File: config.mk
export PLATFORM = sky130hd
export DESIGN_NAME = ifetch_ctrl
export DESIGN_NICKNAME = d
export VERILOG_FILES = /design/src/rtl/ifetch_ctrl.sv
export SDC_FILE = /design/constraint.sdc
export NUM_CORES = 1
export LEC_CHECK = 0
export ABC_AREA = 0
export CORE_ASPECT_RATIO = 0.75
export CORE_MARGIN = 2
export CORE_UTILIZATION = 45
export CTS_CLUSTER_DIAMETER = 50
export CTS_CLUSTER_SIZE = 10
export DETAILED_ROUTE_END_ITERATION = 7
export GPL_ROUTABILITY_DRIVEN = 0
export GPL_TIMING_DRIVEN = 0
export PLACE_DENSITY = 0.67
export SYNTH_ARGS = -nofsm -noshare
export SYNTH_HDL_FRONTEND = slang
export SYNTH_SLANG_ARGS = --single-unit
File: constraint.sdc
create_clock -name clk -period 4.2 [get_ports clk]
set_input_delay 0.84 -clock clk [delete_from_list [all_inputs] [get_ports clk]]
set_output_delay 0.84 -clock clk [all_outputs]
set_load 0.05 [all_outputs]
File: src/rtl/ifetch_ctrl.sv
// Byte-serial instruction fetch: assembles big-endian words MSB-first into a FIFO_DEPTH queue for decode.
// Optional IFETCH_PREDECODE_EN: an assembled j word (opcode 6'h02) self-redirects fetch to its target.
module ifetch_ctrl #(
  parameter int                ADDR_W     = 32,
  parameter logic [ADDR_W-1:0] RESET_PC   = '0,
  parameter int                MEM_BYTES  = 64,
  parameter int                FIFO_DEPTH = 2
) (
  input  logic              clk,
  input  logic              reset,
  output logic              mem_rd,
  output logic [ADDR_W-1:0] mem_addr,
  input  logic [7:0]        mem_rdata,
  input  logic              redirect,
  input  logic [ADDR_W-1:0] redirect_pc,
  output logic              out_valid,
  input  logic              out_ready,
  output logic [31:0]       out_instr,
  output logic [ADDR_W-1:0] out_pc,
  output logic              fault
);

  typedef enum logic [1:0] {IDLE, FETCH, HOLD, FAULT} state_t;

  localparam int                PTR_W   = (FIFO_DEPTH > 1) ? $clog2(FIFO_DEPTH) : 1;
  localparam int                CNT_W   = $clog2(FIFO_DEPTH + 1);
  localparam logic [ADDR_W-1:0] LAST_PC = ADDR_W'(MEM_BYTES - 4);

  state_t            state_q, state_d;
  logic [ADDR_W-1:0] fetch_pc_q, fetch_pc_d;
  logic [1:0]        k_q, k_d;
  logic [1:0]        ifw_q, ifw_d;
  logic              rd_vld_q, rd_vld_d;
  logic              rd_last_q, rd_last_d;
  logic [ADDR_W-1:0] rd_wpc_q, rd_wpc_d;
  logic [23:0]       asm_q, asm_d;
  logic [31:0]       q_instr_q [FIFO_DEPTH];
  logic [31:0]       q_instr_d [FIFO_DEPTH];
  logic [ADDR_W-1:0] q_pc_q [FIFO_DEPTH];
  logic [ADDR_W-1:0] q_pc_d [FIFO_DEPTH];
  logic [PTR_W-1:0]  rd_ptr_q, rd_ptr_d;
  logic [PTR_W-1:0]  wr_ptr_q, wr_ptr_d;
  logic [CNT_W-1:0]  count_q, count_d;

  logic        push, pop, issue, start, ext_redir;
  logic [31:0] word;
  int          occ;
`ifdef IFETCH_PREDECODE_EN
  logic [ADDR_W-1:0] pc_plus4;
`endif

  function automatic logic [PTR_W-1:0] ptr_inc(input logic [PTR_W-1:0] p);
    return (int'(p) == FIFO_DEPTH - 1) ? '0 : p + PTR_W'(1);
  endfunction

  assign out_valid = (count_q != '0);
  assign out_instr = out_valid ? q_instr_q[rd_ptr_q] : '0;
  assign out_pc    = out_valid ? q_pc_q[rd_ptr_q] : '0;
  assign fault     = (state_q == FAULT);
  assign mem_addr  = fetch_pc_q + ADDR_W'(k_q);

  always_comb begin
    state_d    = state_q;
    fetch_pc_d = fetch_pc_q;
    k_d        = k_q;
    ifw_d      = ifw_q;
    rd_vld_d   = 1'b0;
    rd_last_d  = 1'b0;
    rd_wpc_d   = rd_wpc_q;
    asm_d      = asm_q;
    q_instr_d  = q_instr_q;
    q_pc_d     = q_pc_q;
    rd_ptr_d   = rd_ptr_q;
    wr_ptr_d   = wr_ptr_q;
    count_d    = count_q;
    mem_rd     = 1'b0;
    push       = 1'b0;
    issue      = 1'b0;
    start      = 1'b0;
    ext_redir  = redirect && (state_q != FAULT);
    word       = {asm_q, mem_rdata};
    occ        = int'(count_q) + int'(ifw_q);
    pop        = out_valid && out_ready;
`ifdef IFETCH_PREDECODE_EN
    pc_plus4   = rd_wpc_q + ADDR_W'(4);
`endif

    if (rd_vld_q) begin
      asm_d = {asm_q[15:0], mem_rdata};
      push  = rd_last_q;
    end

    case (state_q)
      IDLE: state_d = FETCH;
      FETCH, HOLD: begin
        if (k_q != 2'd0) begin
          issue = 1'b1;
        end else if (fetch_pc_q > LAST_PC) begin
          // Out-of-range fetch waits until older words have been delivered.
          state_d = (occ == 0) ? FAULT : HOLD;
        end else if (occ < FIFO_DEPTH) begin
          issue   = 1'b1;
          start   = 1'b1;
          state_d = FETCH;
        end else begin
          state_d = HOLD;
        end
      end
      default: ;
    endcase

    if (issue) begin
      mem_rd    = 1'b1;
      rd_vld_d  = 1'b1;
      rd_last_d = (k_q == 2'd3);
      rd_wpc_d  = fetch_pc_q;
      k_d       = k_q + 2'd1;
      if (k_q == 2'd3) fetch_pc_d = fetch_pc_q + ADDR_W'(4);
    end
    ifw_d = ifw_q + 2'(start) - 2'(push);

    if (pop) rd_ptr_d = ptr_inc(rd_ptr_q);
    if (push) begin
      q_instr_d[wr_ptr_q] = word;
      q_pc_d[wr_ptr_q]    = rd_wpc_q;
      wr_ptr_d            = ptr_inc(wr_ptr_q);
    end
    count_d = count_q + CNT_W'(push) - CNT_W'(pop);

`ifdef IFETCH_PREDECODE_EN
    // The j word itself is queued; only the word started behind it is dropped.
    if (push && word[31:26] == 6'h02) begin
      fetch_pc_d = (pc_plus4 & ~ADDR_W'(32'h0FFF_FFFF)) | ADDR_W'({word[25:0], 2'b00});
      k_d        = 2'd0;
      ifw_d      = 2'd0;
      rd_vld_d   = 1'b0;
      rd_last_d  = 1'b0;
      state_d    = FETCH;
    end
`endif

    if (ext_redir) begin
      fetch_pc_d = redirect_pc;
      state_d    = (redirect_pc[1:0] != 2'b00) ? FAULT : FETCH;
    end

    if (ext_redir || state_d == FAULT) begin
      k_d       = 2'd0;
      ifw_d     = 2'd0;
      rd_vld_d  = 1'b0;
      rd_last_d = 1'b0;
      rd_ptr_d  = '0;
      wr_ptr_d  = '0;
      count_d   = '0;
    end
  end

  always_ff @(posedge clk) begin
    if (!reset) begin
      state_q    <= IDLE;
      fetch_pc_q <= RESET_PC;
      k_q        <= 2'd0;
      ifw_q      <= 2'd0;
      rd_vld_q   <= 1'b0;
      rd_last_q  <= 1'b0;
      rd_wpc_q   <= '0;
      asm_q      <= '0;
      rd_ptr_q   <= '0;
      wr_ptr_q   <= '0;
      count_q    <= '0;
      for (int i = 0; i < FIFO_DEPTH; i++) begin
        q_instr_q[i] <= '0;
        q_pc_q[i]    <= '0;
      end
    end else begin
      state_q    <= state_d;
      fetch_pc_q <= fetch_pc_d;
      k_q        <= k_d;
      ifw_q      <= ifw_d;
      rd_vld_q   <= rd_vld_d;
      rd_last_q  <= rd_last_d;
      rd_wpc_q   <= rd_wpc_d;
      asm_q      <= asm_d;
      rd_ptr_q   <= rd_ptr_d;
      wr_ptr_q   <= wr_ptr_d;
      count_q    <= count_d;
      q_instr_q  <= q_instr_d;
      q_pc_q     <= q_pc_d;
    end
  end

endmodule
==> results of run 1 <==
-- per-stage QoR --
stage	setup WS [ns]	instances	area [sq um]	TNS [ns]
final	0.0889	1811	13000	0
after global routing	0.00384	1811	13000	0
after CTS	-0.176	1810	13100	-0.176
after detailed placement	-0.0581	1778	12300	-0.0581
after global placement	-0.0363	1778	12300	-0.0363
after floorplan	0.699	1336	10500	0
-- cell families after synthesis --
family	count (synthesis)
fa+ha+maj	14
xor+xnor	36
flops	228
buf+inv	132
simple gates	535
compound gates	302
mux	89
-- synthesized netlist by cell type, drive strengths merged (2+ instances only) --
cell	instances	area share, %
a211oi	3	0.21
nor2b	5	0.30
and2	3	0.18
clkbuf	87	3.1
inv	17	0.61
mux2i	89	8.5
a21oi	168	8.0
nor2	119	4.2
or2	2	0.12
or3	16	0.95
o31a	3	0.25
buf	28	1.5
nor4	10	0.77
xnor2	17	1.4
o31ai	13	1.1
fa	2	0.38
o21ai	77	3.7
nor3	9	0.48
ha	12	1.4
a31oi	28	1.7
nand2	275	9.9
dfxtp	228	43
nand2b	3	0.18
a31o	2	0.17
xor2	19	1.6
and4	6	0.50
nand4	15	0.89
nor3b	3	0.21
and3	4	0.24
or4	13	0.96
nand3	51	2.5
-- cell type report --
class                           count  area, sq um
Multi-Input combinational cell    976         5430
Clock buffer                       29          693
Clock inverter                      3         33.8
Sequential cell                   228         4560
Buffer                            114          480
Fill cell                        2178         9960
Tap cell                          300          375
Inverter                           17         63.8
Timing Repair Buffer              144         1400
-- repair_timing --
item | CTS | global route
setup buffers | 0 | 2
endpoints found under the setup margin | 13 | 37
resized for setup | 19 | 22
-- state kept, by name, indices dropped and copies added (netlist names) --
register	flops
k_q	2
ifw_q	2
wr_ptr_q	1
rd_last_q	1
rd_vld_q	1
asm_q	24
state_q	2
count_q	2
q_instr_q	64
q_pc_q	64
rd_wpc_q	32
rd_ptr_q	1
fetch_pc_q	32
-- per-layer routing --
layer  wire, um  up-vias  track usage [%]
li1           -     4908                -
met1      15800     4667             39.2
met2      13300      383             36.7
met3       2260       45             3.59
met4        522        0             5.38
met5          0        -                0
-- critical path, stage by stage (launching register included) --
cell           delay [ns]
dfxtp_1              0.30
buf_2                0.25
nand4_1              0.28
or4_4                0.63
nor4_2               0.36
nand2_1              0.11
xnor2_1              0.22
dlygate4sd2_1        0.56
-- final timing paths --
check / cells after the start / to / slack, ns / start
worst max register to register: 13 / ifw_q[1] / 1.23 / count_q[0]
worst min-delay path: 2 / q_instr_q[25] / 0.45 / q_instr_q[25]
worst max-delay path: 7 / mem_addr[31] / 0.09 / fetch_pc_q[15]
worst min register to register: 2 / q_instr_q[25] / 0.45 / q_instr_q[25]
-- layout by cell type, fill, tap and decap left out, drive strengths merged, types with 4 or more instances in the layout --
cell             n
xnor2           17
and4             6
clkbuf         120
nor4            10
nor2           119
inv             18
nand3           51
ha              12
nor3             9
or3             16
mux2i           89
dfxtp          228
xor2            19
nand2          275
or4             13
nand4           15
and3             4
a21oi          168
o31ai           13
nor2b            5
buf             32
o21ai           77
a31oi           28
clkdlybuf4s50  130
-- power by group --
part           total (mW)  leakage, nW  internal (mW)  switching, mW
clock network        2.01        0.359           1.16          0.852
registers            2.23         1.84           2.19         0.0356
logic               0.495         1.91          0.152          0.343
total                4.74         4.11           3.51           1.23
==> impl_metrics.ini, run 1 <==
[pwr]
total_power_mw = 4.74
powerDensity_nw_per_um2 = 363
ir_drop_mv = 0.297
p_leak_nw = 4.11

[sta]
rsz0062_at_grt = false
finClkSkew_ns = 0.0128
hold_viol_final = 0
fin_crit_ns = 4.11
setup_viol = 0
holdWs_ns = 0.450
slew_viol_final = 0
finalCritPeriodShare_pct = 97.9
fmax_mhz = 243
worst_pin_slew_ns = 0.904
slew_headroom_pct = 39.5

[synth]
ys_ff_latch = 228
synth_compound_area_share_pct = 15.7
synth_edf_count = 0
synthArstFlopShare_pct = 0
avgSynthCellArea_sq_um = 7.88
synth_cell_types = 52
synth_warnings = 0
synth_fa_ha_area_share_pct = 1.81
synth_xor_area_share_pct = 2.99
ys.flop_type = dfxtp_1
synthMuxAreaShare_pct = 8.46
yosys.area_share.simple_pct = 22.5
syn_area_sq_um = 10500
yosysSeqAreaShare_pct = 43.3
synth_top_family_by_area = simple AND/OR/NAND/NOR gates
netlist_instances = 1336
synth_fp_nets = 1394

[drt]
routed_wl_um = 31800
remaining_drc_errors = 0
vias = 10000
vias_per_cell = 5.52
drt_iter0_drc = 790
wl_per_cell_um = 17.6
dr.pass1.iters = 5
detail-route-antenna-nets = 0

[global_route]
grt_max_degree = 15
grt_pass1_wl_um = 50300
grt_usage_pct = 25.3
grt_pass1_vias = 9288
antenna_found_initial = 0
grt_overflow_total = 0

[clock_network]
cts_made_buffers = 27
cts_tree = done
clk_pin_slew_ns = 0.06
holdBufCountCts = 0
htreeDepth = 1
cts_buffer_depth = 3
cts_sinks = 228
clk_latency_ns = 0.54
root_buffer = clkbuf_16

[placed_design]
place_hpwl_um = 23100
portBuffers = 142

[die]
die_w_um = 181
num_rows = 48
ios = 143
dieArea_sq_um = 24700
start_util_pct = 45.8
dieHeight_um = 136
core_sq_um = 23000

[critical_path]
crit_type = reg2out
critical_path_required_ns = 3.36
cp-start-kind = register
arrival_ns = 3.27
end_kind = primary output
cp_max_fo = 10

[worst_hold_path]
hold_path_class = reg2reg

[finish]
area_delta_synth_final_pct = 23.9
post-route-util_pct = 56.7
diodes = 0
nets = 1566
layout-drive-gt1-share_pct = 5.49

[run_status]
status = completed

[flow_run]
cap_violations = 0
Note: power is estimated with default switching activity, not from simulation.
==> run 2: changes to the inputs <==
--- a/config.mk
+++ b/config.mk
@@ -9,12 +9,13 @@
 export CORE_ASPECT_RATIO = 0.75
 export CORE_MARGIN = 2
 export CORE_UTILIZATION = 45
-export CTS_CLUSTER_DIAMETER = 50
+export CTS_CLUSTER_DIAMETER = 100
 export CTS_CLUSTER_SIZE = 10
 export DETAILED_ROUTE_END_ITERATION = 7
 export GPL_ROUTABILITY_DRIVEN = 0
 export GPL_TIMING_DRIVEN = 0
 export PLACE_DENSITY = 0.67
+export SKIP_LAST_GASP = 1
 export SYNTH_ARGS = -nofsm -noshare
 export SYNTH_HDL_FRONTEND = slang
 export SYNTH_SLANG_ARGS = --single-unit
==> impl_metrics.ini, run 2 (same netlist as run 1, synthesis figures left out) <==
[drt]
wl_met2_um = 13300
wl_met1_um = 15600
wl_met3_um = 2510
vias_per_cell = 5.54
remaining_drc_errors = 0
dr.pass1.iters = 6
detail-route-antenna-nets = 0
vias = 10000
drt_iter0_drc = 904
topRoutingLayerUsed = met4
wl_per_cell_um = 17.7
routed_wl_um = 31900

[sta]
fin_crit_ns = 4.13
finalCritPeriodShare_pct = 98.3
setup_viol = 0
finClkSkew_ns = 0.0136
hold_viol_final = 0
rsz0062_at_grt = true
holdWs_ns = 0.451
slew_viol_final = 0
worst_pin_slew_ns = 0.853
setup_ws_ns = 0.0731
slew_headroom_pct = 42.9
fmax_mhz = 242

[global_route]
grt_usage_pct = 25.2
grt_max_degree = 14
grt_overflow_total = 0
grt_pass1_wl_um = 50200
grt_pass1_vias = 9256
antenna_found_initial = 0

[critical_path]
cp_max_fo = 10
critical_path_required_ns = 3.36
crit_type = reg2out
arrival_ns = 3.29
cp-start-kind = register
end_kind = primary output

[placed_design]
portBuffers = 142
pre_cts_ws_ns = -0.0581
place_hpwl_um = 23100
place_inst = 1778

[pwr]
ir_drop_mv = 0.326
total_power_mw = 4.65
p_seq_share_pct = 47.9
p_leak_nw = 4.10
p_int_mw = 3.45
powerDensity_nw_per_um2 = 358
switching_share_pct = 25.9
p_comb_share_pct = 10.6
power.share.clock_pct = 41.5
netSwitchingPower_mw = 1.20

[die]
die_w_um = 181
num_rows = 48
dieArea_sq_um = 24700
ios = 143
core_sq_um = 23000
start_util_pct = 45.8
dieHeight_um = 136

[clock_network]
cts_made_buffers = 26
cts_tree = done
root_buffer = clkbuf_16
clk_pin_slew_ns = 0.05
htreeDepth = 1
cts_buffer_depth = 3
clk_latency_ns = 0.52
cts_sinks = 228

[finish]
area_delta_synth_final_pct = 23.3
post-route-util_pct = 56.5
top_regs = q_instr_q x64, q_pc_q x64
nets = 1565
fin_cells = 1807
layout-drive-gt1-share_pct = 5.24
fillers = 2175
final_cell_mix = nand2_1, dfxtp_1, a21oi_1
diodes = 0
final_common_cell = nand2_1
multi_input_area_sq_um = 5420
seq_area_sq_um = 4560

[flow_run]
cap_violations = 0

[run_status]
status = completed

[worst_hold_path]
hold_path_class = reg2reg
==> run 2: path summary, 6_finish.rpt <==
path                 startpoint            end  slack [ns]  depth (start not counted)
setup / recovery     count_q[0]         mem_rd        0.07                          8
hold / removal    q_instr_q[25]  q_instr_q[25]        0.45                          2
setup reg to reg     count_q[0]       ifw_q[1]        1.16                         13
hold reg to reg   q_instr_q[25]  q_instr_q[25]        0.45                          2
==> run 2: critical path, cell delays in order (launching register included) <==
cell and delay (ns):
dfxtp_1 0.33, ha_1 0.20, fa_1 0.47, nor4_1 0.34, nand4_1 0.21, o31a_2 0.44, buf_2 0.23, nor2_1 0.23
buf_2 0.32
==> run 2: routing by layer <==
| layer | global-route usage, % | vias up |
|---|---|---|
| met4 | 4.75 | 0 |
| met3 | 3.54 | 44 |
| met2 | 36.4 | 413 |
| met5 | 0 | - |
| met1 | 39.5 | 4652 |
| li1 | - | 4900 |
==> run 2: what timing repair did <==
item                                   4_1_cts  5_1_grt
setup endpoints to repair                   11       38
gates cloned                                 0        0
gates resized for setup                     18       22
endpoints found under the hold margin        0        0
hold buffers                                 0        0
buffers inserted                             0        2
pin swaps                                    0        0
==> run 2: power by group through the flow <==
| stage | logic (mW) | registers [mW] | clock network [mW] |
|---|---|---|---|
| 3_5_place_dp | 0.491 | 2.27 | 0 |
| 5_1_grt | 0.525 | 2.23 | 2.05 |
| 3_3_place_gp | 0.489 | 2.27 | 0 |
| 4_1_cts | 0.489 | 2.23 | 1.97 |
| 6_report | 0.493 | 2.23 | 1.93 |
| 2_1_floorplan | 0.309 | 2.26 | 0 |
==> run 2: through the flow <==
stage                     TNS [ns]  instance area (sq um)
final                            0                  13000
after CTS                   -0.160                  13000
after global placement     -0.0363                  12300
after global routing       -0.0604                  13000
after floorplan                  0                  10500
after detailed placement   -0.0581                  12300
==> run 2: final cells by class <==
class | count | area share [%]
Buffer | 114 | 3.70
Clock buffer | 27 | 5.12
Clock inverter | 1 | 0.125
Inverter | 17 | 0.491
Multi-Input combinational cell | 976 | 41.7
Sequential cell | 228 | 35.1
Tap cell | 300 | 2.89
Timing Repair Buffer | 144 | 10.8
==> run 3: changes to the inputs <==
==> config.mk (replaced) <==
export PLATFORM = sky130hd
export DESIGN_NAME = ifetch_ctrl
export DESIGN_NICKNAME = d
export VERILOG_FILES = /design/src/rtl/ifetch_ctrl.sv
export SDC_FILE = /design/constraint.sdc
export NUM_CORES = 1
export LEC_CHECK = 0
export ABC_AREA = 0
export CORE_MARGIN = 2
export CORE_UTILIZATION = 55
export CTS_CLUSTER_DIAMETER = 100
export CTS_CLUSTER_SIZE = 10
export DETAILED_ROUTE_END_ITERATION = 7
export GPL_ROUTABILITY_DRIVEN = 0
export GPL_TIMING_DRIVEN = 0
export PLACE_DENSITY = 0.8
export SYNTH_ARGS = -nofsm -noshare
export SYNTH_HDL_FRONTEND = slang
export SYNTH_SLANG_ARGS = --single-unit
==> impl_metrics.ini, run 3 (same netlist as run 1, synthesis figures left out) <==
[die]
dieArea_sq_um = 20300
die_w_um = 142
num_rows = 50
start_util_pct = 56.1
ios = 143
dieHeight_um = 142
core_sq_um = 18800

[sta]
slew_headroom_pct = 35.9
slew_viol_final = 0
setup_tns_ns = 0
setup_viol = 0
finalCritPeriodShare_pct = 97.7
worst_pin_slew_ns = 0.958
hold_viol_final = 0
fin_crit_ns = 4.10
finClkSkew_ns = 0.0173
fmax_mhz = 244
holdWs_ns = 0.452

[clock_network]
cts_sinks = 228
cts_made_buffers = 26
clk_latency_ns = 0.52
htreeDepth = 1
cts_tree = done
cts_buffer_depth = 3
holdBufCountCts = 0
root_buffer = clkbuf_16
clk_pin_slew_ns = 0.05

[critical_path]
ff2ff_setup_slack_ns = 1.02
crit_type = reg2out
arrival_ns = 3.26
cp-start-kind = register
end_kind = primary output
cp_max_fo = 10
critical_path_required_ns = 3.36

[pwr]
p_seq_share_pct = 48.0
netSwitchingPower_mw = 1.19
p_leak_nw = 4.09
p_int_mw = 3.45
p_comb_share_pct = 10.6
power.share.clock_pct = 41.4
switching_share_pct = 25.6
ir_drop_mv = 0.251
powerDensity_nw_per_um2 = 359

[drt]
wl_per_cell_um = 17.5
drt_iter0_drc = 877
dr.pass1.iters = 6
routed_wl_um = 30600
detail-route-antenna-nets = 0
vias = 10200
remaining_drc_errors = 0
vias_per_cell = 5.87

[finish]
final_cell_mix = nand2_1, dfxtp_1, a21oi_1
nets = 1566
diodes = 0
final_common_cell = nand2_1
post-route-util_pct = 68.8
top_regs = q_instr_q x64, q_pc_q x64
area_delta_synth_final_pct = 22.6
layout-drive-gt1-share_pct = 5.31

[global_route]
grt_pass1_wl_um = 48200
grt_pass1_vias = 9368
grt_usage_pct = 29.6
grt_use_met3_pct = 3.60
antenna_found_initial = 0
grt_max_degree = 14
grt_overflow_total = 0
grt_use_met1_pct = 41.9
grtUsageMet2_pct = 48.1
grt_busiest_layer = met2

[flow_run]
cap_violations = 0

[run_status]
status = completed

[placed_design]
place_hpwl_um = 21700
portBuffers = 142

[worst_hold_path]
hold_path_class = reg2reg
-- run 3: changes by cell type in the layout (fill, tap and decap cells not counted) --
cell / before / now
clkdlybuf4s50_1: 129 / 131
clkbuf_4: 0 / 1
dlygate4sd2_1: 4 / 3
buf_2: 21 / 18
clkbuf_2: 7 / 10
dlymetal6s2s_1: 2 / 1
-- run 3: layout make-up --
type	instances	area, sq um
repair buffers	144	1400
clock buffers	27	664
clock inverters	1	16.3
plain buffers	115	485
multi-input cells	976	5420
fillers	1574	5860
inverters	17	63.8
well taps	234	293
flip-flops and latches	228	4560
-- run 3: per-layer routing --
metal | up-vias | part of all wire [%]
li1 | 4914 | -
met1 | 4798 | 42
met2 | 464 | 47
met3 | 57 | 8.5
met4 | 0 | 2.0
met5 | - | 0
-- run 3: worst paths after layout --
check	startpoint	endpoint	cells after the start
worst min-delay path	q_pc_q[6]	q_pc_q[6]	2
worst min register to register	q_pc_q[6]	q_pc_q[6]	2
worst max register to register	ifw_q[0]	ifw_q[1]	13
worst max-delay path	ifw_q[0]	mem_rd	8
-- run 3: through the flow --
stage / power [mW] / area [sq um] / setup slack (ns) / cells
after global placement: 2.75 / 12200 / 0.0508 / 1712
after floorplan: 2.57 / 10500 / 0.699 / 1336
after detailed placement: 2.76 / 12200 / 0.0303 / 1712
final: 4.64 / 12900 / 0.0953 / 1742
after CTS: 4.64 / 12900 / -0.105 / 1740
after global routing: 4.77 / 12900 / -0.0154 / 1742
-- run 3: power by group through the flow --
stage	clock network (mW)	registers, mW	logic (mW)
CTS	1.93	2.22	0.483
floorplan	0	2.26	0.309
global route	2.02	2.23	0.521
finish	1.92	2.23	0.493
detailed placement	0	2.27	0.484
global placement	0	2.27	0.481
-- run 3: what timing repair did --
item,CTS,global route
setup buffers,0,2
setup endpoints to repair,12,18
pin swaps,0,0
resized for setup,15,21
-- run 3: critical path, cell delays in order (launching register included) --
cell      delay, ns
dfxtp_1        0.32
ha_1           0.21
fa_1           0.51
nor4_1         0.32
nand4_1        0.27
o31a_2         0.47
buf_2          0.22
nor2_1         0.16
clkbuf_4       0.26
